**config.mk**
```make
export PLATFORM = sky130hd
export DESIGN_NAME = if_id_stage
export DESIGN_NICKNAME = d
export VERILOG_FILES = /design/src/rtl/if_id_stage.sv
export SDC_FILE = /design/constraint.sdc
export NUM_CORES = 1
export LEC_CHECK = 0
export BUFFER_PORTS_ARGS = -buffer_cell sky130_fd_sc_hd__buf_2
export CORE_ASPECT_RATIO = 0.8
export CORE_MARGIN = 3
export CORE_UTILIZATION = 41
export DETAILED_ROUTE_END_ITERATION = 16
export PLACE_DENSITY = 0.86
export SKIP_LAST_GASP = 1
export SYNTH_ARGS = -nofsm -noshare
export SYNTH_HDL_FRONTEND = slang
export SYNTH_SLANG_ARGS = --single-unit
export TNS_END_PERCENT = 30
```
**constraint.sdc**
```tcl
create_clock -name clk -period 2.15 [get_ports clk]
set_clock_uncertainty 0.1 [all_clocks]
set_input_delay 0.43 -clock clk [delete_from_list [all_inputs] [get_ports clk]]
set_output_delay 0.43 -clock clk [all_outputs]
set_load 0.03 [all_outputs]
```
**src/rtl/if_id_stage.sv**
```systemverilog
// ---------------------------------------------------------------------------
// if_id_stage
//
// IF/ID pipeline register with load-use hazard detection and branch squash.
// Sits directly downstream of the fetch stage.
//
// * Latches the fetched instruction and PC. If the incoming values are
//   applied before posedge N, they appear on id_* after posedge N.
// * Detects a load-use hazard against the LDUR currently in EX. On a hazard
//   it holds id_* for one cycle, drops pc_write so fetch holds its PC, and
//   raises id_bubble so decode zeroes its control signals.
// * After a taken branch it replaces FLUSH_CYCLES fetched slots with
//   NOP_INSTR (id_valid=0), so decode never sees wrong-path instructions.
//
// Parameters
//   NOP_INSTR     encoding injected on bubble/flush (ADD X31,X31,X31)
//   FLUSH_CYCLES  number of fetched slots squashed after br_taken (1..3)
//
// Ports
//   clk         in   1   clock, all state updates on posedge
//   reset       in   1   synchronous, active-high
//   if_instr    in   32  instruction from fetch
//   if_pc       in   64  PC of if_instr
//   br_taken    in   1   EX-stage branch resolved taken (1-cycle pulse)
//   ex_memread  in   1   instruction in EX is LDUR
//   ex_rd       in   5   destination register of the instruction in EX
//   id_instr    out  32  instruction presented to decode
//   id_pc       out  64  PC presented to decode
//   id_valid    out  1   1 = real instruction, 0 = bubble/NOP
//   pc_write    out  1   0 = fetch must hold its PC this cycle
//   id_bubble   out  1   1 = decode must zero its control signals
//   stall_cnt   out  32  perf: load-use stall cycles
//   flush_cnt   out  32  perf: squashed slots
//
// Build option
//   IFID_PERF_EN  when defined, stall_cnt/flush_cnt are 32-bit wrapping
//                 counters cleared by reset. When undefined, the counters
//                 are not built and both outputs are tied to zero.
// ---------------------------------------------------------------------------
module if_id_stage #(
  parameter logic [31:0] NOP_INSTR    = 32'h8B1F03FF,
  parameter int unsigned FLUSH_CYCLES = 1
) (
  input  logic        clk,
  input  logic        reset,
  input  logic [31:0] if_instr,
  input  logic [63:0] if_pc,
  input  logic        br_taken,
  input  logic        ex_memread,
  input  logic [4:0]  ex_rd,
  output logic [31:0] id_instr,
  output logic [63:0] id_pc,
  output logic        id_valid,
  output logic        pc_write,
  output logic        id_bubble,
  output logic [31:0] stall_cnt,
  output logic [31:0] flush_cnt
);

  // Remaining squash slots loaded on the branch edge; the branch cycle itself
  // is the first squashed slot, hence the minus one.
  localparam logic [1:0] FLUSH_INIT = 2'(FLUSH_CYCLES - 1);

  typedef enum logic [1:0] {
    RUN   = 2'd0,
    STALL = 2'd1,
    FLUSH = 2'd2
  } state_t;

  state_t     state;
  logic [1:0] squash_cnt;
  logic       hazard;

  // True when the instruction reads register rd as a source. Rn and Rm are
  // always treated as sources (a false positive only costs one stall); Rt is
  // a source only for stores (STUR) and compare-and-branch (CBZ).
  function automatic logic reads_reg(input logic [31:0] instr,
                                     input logic [4:0]  rd);
    logic rt_is_src;
    rt_is_src = (instr[31:21] == 11'h7C0) || (instr[31:24] == 8'hB4);
    return (instr[9:5] == rd) || (instr[20:16] == rd) ||
           (rt_is_src && (instr[4:0] == rd));
  endfunction

  // X31 is the zero register in this context, so a load to it never
  // produces a value that decode could depend on.
  always_comb begin
    hazard    = ex_memread && (ex_rd != 5'd31) && id_valid &&
                reads_reg(id_instr, ex_rd);
    // Only stall from RUN: the held instruction in STALL must not stall
    // again, and a taken branch overrides the stall entirely.
    id_bubble = hazard && (state == RUN) && !br_taken;
    pc_write  = !id_bubble;
  end

  // ---- IF -> ID register boundary ----
  always_ff @(posedge clk) begin
    if (reset) begin
      state      <= RUN;
      squash_cnt <= 2'd0;
      id_instr   <= NOP_INSTR;
      id_pc      <= 64'd0;
      id_valid   <= 1'b0;
    end else if (br_taken) begin
      // A taken branch restarts the squash from any state and cancels a
      // pending stall. The PC still follows fetch for trace purposes; it is
      // meaningless while id_valid is low.
      id_instr   <= NOP_INSTR;
      id_pc      <= if_pc;
      id_valid   <= 1'b0;
      squash_cnt <= FLUSH_INIT;
      state      <= (FLUSH_INIT == 2'd0) ? RUN : FLUSH;
    end else begin
      case (state)
        FLUSH: begin
          id_instr   <= NOP_INSTR;
          id_pc      <= if_pc;
          id_valid   <= 1'b0;
          squash_cnt <= squash_cnt - 2'd1;
          if (squash_cnt == 2'd1) begin
            state <= RUN;
          end
        end
        STALL: begin
          // Exactly one held cycle; fetch held its PC, so if_* now carries
          // the instruction that was blocked during the hazard cycle.
          id_instr <= if_instr;
          id_pc    <= if_pc;
          id_valid <= 1'b1;
          state    <= RUN;
        end
        default: begin
          if (id_bubble) begin
            state <= STALL;
          end else begin
            id_instr <= if_instr;
            id_pc    <= if_pc;
            id_valid <= 1'b1;
          end
        end
      endcase
    end
  end

`ifdef IFID_PERF_EN
  logic [31:0] stall_cnt_q;
  logic [31:0] flush_cnt_q;

  // Squashed slots are the branch cycle plus every FLUSH cycle; a branch
  // arriving during FLUSH counts once, not twice.
  always_ff @(posedge clk) begin
    if (reset) begin
      stall_cnt_q <= 32'd0;
      flush_cnt_q <= 32'd0;
    end else begin
      if (id_bubble) begin
        stall_cnt_q <= stall_cnt_q + 32'd1;
      end
      if (br_taken || (state == FLUSH)) begin
        flush_cnt_q <= flush_cnt_q + 32'd1;
      end
    end
  end

  assign stall_cnt = stall_cnt_q;
  assign flush_cnt = flush_cnt_q;
`else
  assign stall_cnt = 32'd0;
  assign flush_cnt = 32'd0;
`endif

endmodule
```
==> results_dict.tcl <==
set metrics [dict create \
    vias 3888 \
    end_kind "output port" \
    wl_per_cell_um 13.3 \
    wl_um 11900 \
    drt_iter0_drc 113 \
    share_comb_of_total_power 0.187 \
    area_growth_pct 37.2 \
    cts_hold_buf 0 \
    ir_drop_mv 0.402 \
    ys_seq_area_frac 0.403 \
    grt_max_degree 130 \
    clkLatencyLatePin_ps 330 \
    maxCapViolCount 0 \
    dp.cells 864 \
    cts_tree "yes" \
    p_switching_mw 1.28 \
    routabilityCongestion 0.911 \
    grtUsageTotal 0.162 \
    finalSetupViolations 99 \
    place_area_mm2 0.00600 \
    start_kind "register" \
    violations "negative setup slack" \
    vias_per_cell 4.35 \
    total_power_mw 4.28 \
    status "finished with violations" \
    final_core_util 0.594 \
    drv_slew 0 \
    fill_cells 976 \
    antenna_left 0 \
    p_seq_frac 0.459 \
    rsz0062_at_grt "true" \
    finalNetCount 849 \
    htree_num_levels 3 \
    num_antenna_cells 0 \
    coreArea_mm2 0.0112 \
    grt_pass1_wl_um 17300 \
    yosysWarnings 0 \
    slew_headroom 0.563 \
    power_density_mw_per_mm2 641 \
    syn-cell-area_mm2 0.00487 \
    initial_core_util 0.433 \
    cellLeakagePower_nw 2.92 \
    finalWorstSetupSlack_ps -433 \
    post-place-ws_ps -252 \
    die_w_um 128 \
    p_int_mw 3.00 \
    worst_pin_slew_ps 651 \
    syn_avg_cell_area_um2 9.38 \
    critical_path_arrival_ps 2050 \
    drt-pass1-iter-count 4 \
    cts.reportedPaths.clkPinSlew_ps 70 \
    grt_pass1_vias 3448 \
    ios 268 \
    p_clk_frac 0.355 \
    clockRootBuffer "clkbuf_16" \
    fin_cells 893 \
    std_cell_rows 34 \
    antenna_found_initial 0 \
    io_buffer_count 203 \
    period_minus_slack_ps 2580 \
    timing.final.crit_share 1.20 \
    worst_ep_required_time_ps 1620 \
    hold_class "in -> reg" \
    hold_violations 0 \
    drive_gt1_frac 0.374 \
    cp_max_fo 3 \
    ys_seq_elements 98 \
    syn-instance-count 519 \
    sw_frac_of_total 0.299 \
    clockBufferDepth 2 \
    drc_errors 0 \
    numCtsBuffers 9 \
    timing.fmax_mhz 387 \
    path_class "reg -> out" \
    fin_area_mm2 0.00668 \
    clock-sinks 98 \
    fp.dieH_um 103 \
    overflow 0 \
    dpl.hpwl_um 8560 \
    dieArea_mm2 0.0132 \
    synth_cell_types 26 \
]
[path summary, 6_finish.rpt]
path,endpoint,from,cells past startpoint,slack (ps)
worst max-delay path,pc_write,id_instr[26],6,-430
worst min-delay path,id_instr[21],if_instr[21],3,220
worst max register to register,id_pc[5],id_instr[26],10,-410
worst min register to register,id_instr[12],id_instr[12],2,360
[Yosys cell counts]
cell,instances,share of area
nand3_1,2,0.0021
clkinv_1,1,0.00077
and3_1,1,0.0013
conb_1,1,0.00077
xnor2_1,5,0.0090
buf_4,73,0.11
clkbuf_1,20,0.015
nor2b_1,1,0.0013
or4_1,1,0.0015
a22oi_1,1,0.0015
nand2_1,27,0.021
a21oi_1,1,0.0010
inv_1,1,0.00077
dfxtp_1,98,0.40
nor2_1,42,0.032
buf_6,1,0.0023
xor2_1,10,0.018
buf_8,1,0.0031
mux2i_1,96,0.20
a31oi_1,1,0.0013
nor4_1,1,0.0013
nand4_1,2,0.0026
nand2b_1,128,0.16
or2_2,1,0.0013
nor3b_1,1,0.0015
nor3_1,2,0.0021
[final cells by class]
cell class,instances,area (µm²),area share
multi-input combinational,387,2560,0.384
sequential,98,1980,0.297
timing repair buffer,246,1660,0.248
clock buffer,11,243,0.0364
tap,144,180,0.0270
clock inverter,5,37.5,0.00562
inverter,2,11.3,0.00169
[sequential cells by signal (all words and copies together) (netlist names)]
name and flops:
state 1, id_valid 1, id_pc 64, id_instr 32
[logic make-up after synthesis]
group / Yosys count / share of synthesized area
buf+inv: 97 / 0.135
mux: 96 / 0.197
other cells: 1 / 0.000771
compound gates: 3 / 0.00386
simple gates: 209 / 0.233
flops: 98 / 0.403
xor+xnor: 15 / 0.0270
[power groups by stage]
stage               clock [mW]  sequential, mW  combinational [mW]
finish                    1.52            1.96               0.799
global route              1.65            1.97               0.857
CTS                       1.55            1.96               0.796
detailed placement           0            2.00               0.786
global placement             0            2.00               0.777
floorplan                    0            2.18               0.440
[metal layers]
layer	up-vias	GRT usage	wire length, µm
li1	1977	-	-
met1	1752	0.208	5120
met2	153	0.274	5790
met3	6	0.0477	915
met4	0	0.0367	72
met5	-	0	0
[cell usage in the layout, fill, tap and decap left out, types with 2 or more instances in the layout]
cell type | Yosys | final
bufbuf_16 | 0 | 5
nand2_1 | 27 | 27
nor2_1 | 42 | 42
mux2i_1 | 96 | 96
dfxtp_4 | 0 | 4
xnor2_1 | 5 | 2
xor2_1 | 10 | 10
buf_6 | 1 | 3
xnor2_2 | 0 | 3
nand2b_1 | 128 | 128
buf_4 | 73 | 23
clkbuf_16 | 0 | 12
nor3_1 | 2 | 2
clkinvlp_4 | 0 | 3
nand3_1 | 2 | 2
dfxtp_2 | 0 | 5
buf_2 | 0 | 202
inv_6 | 0 | 2
conb_1 | 1 | 64
dfxtp_1 | 98 | 89
buf_12 | 0 | 8
nand4_1 | 2 | 2
[metrics by stage]
stage	hold slack, ps	setup TNS (ps)
4_1_cts	215	-24040
3_5_place_dp	355	-18870
3_3_place_gp	343	-14400
2_1_floorplan	419	-335
5_1_grt	223	-39450
6_report	224	-31260
[timing repair]
action	in CTS	in global routing
gates cloned	6	3
pin swaps	2	1
endpoints found under the setup margin	99	99
resized for setup	15	6
buffers inserted	2	3
[worst max-delay path: stages, from the launching register on]
cell	delay, ps
dfxtp_4	350
nor4_4	300
a31oi_4	150
or4_4	450
a21oi_4	190
clkinvlp_4	100
buf_4	170
Note: power is estimated with default switching activity, not from simulation.
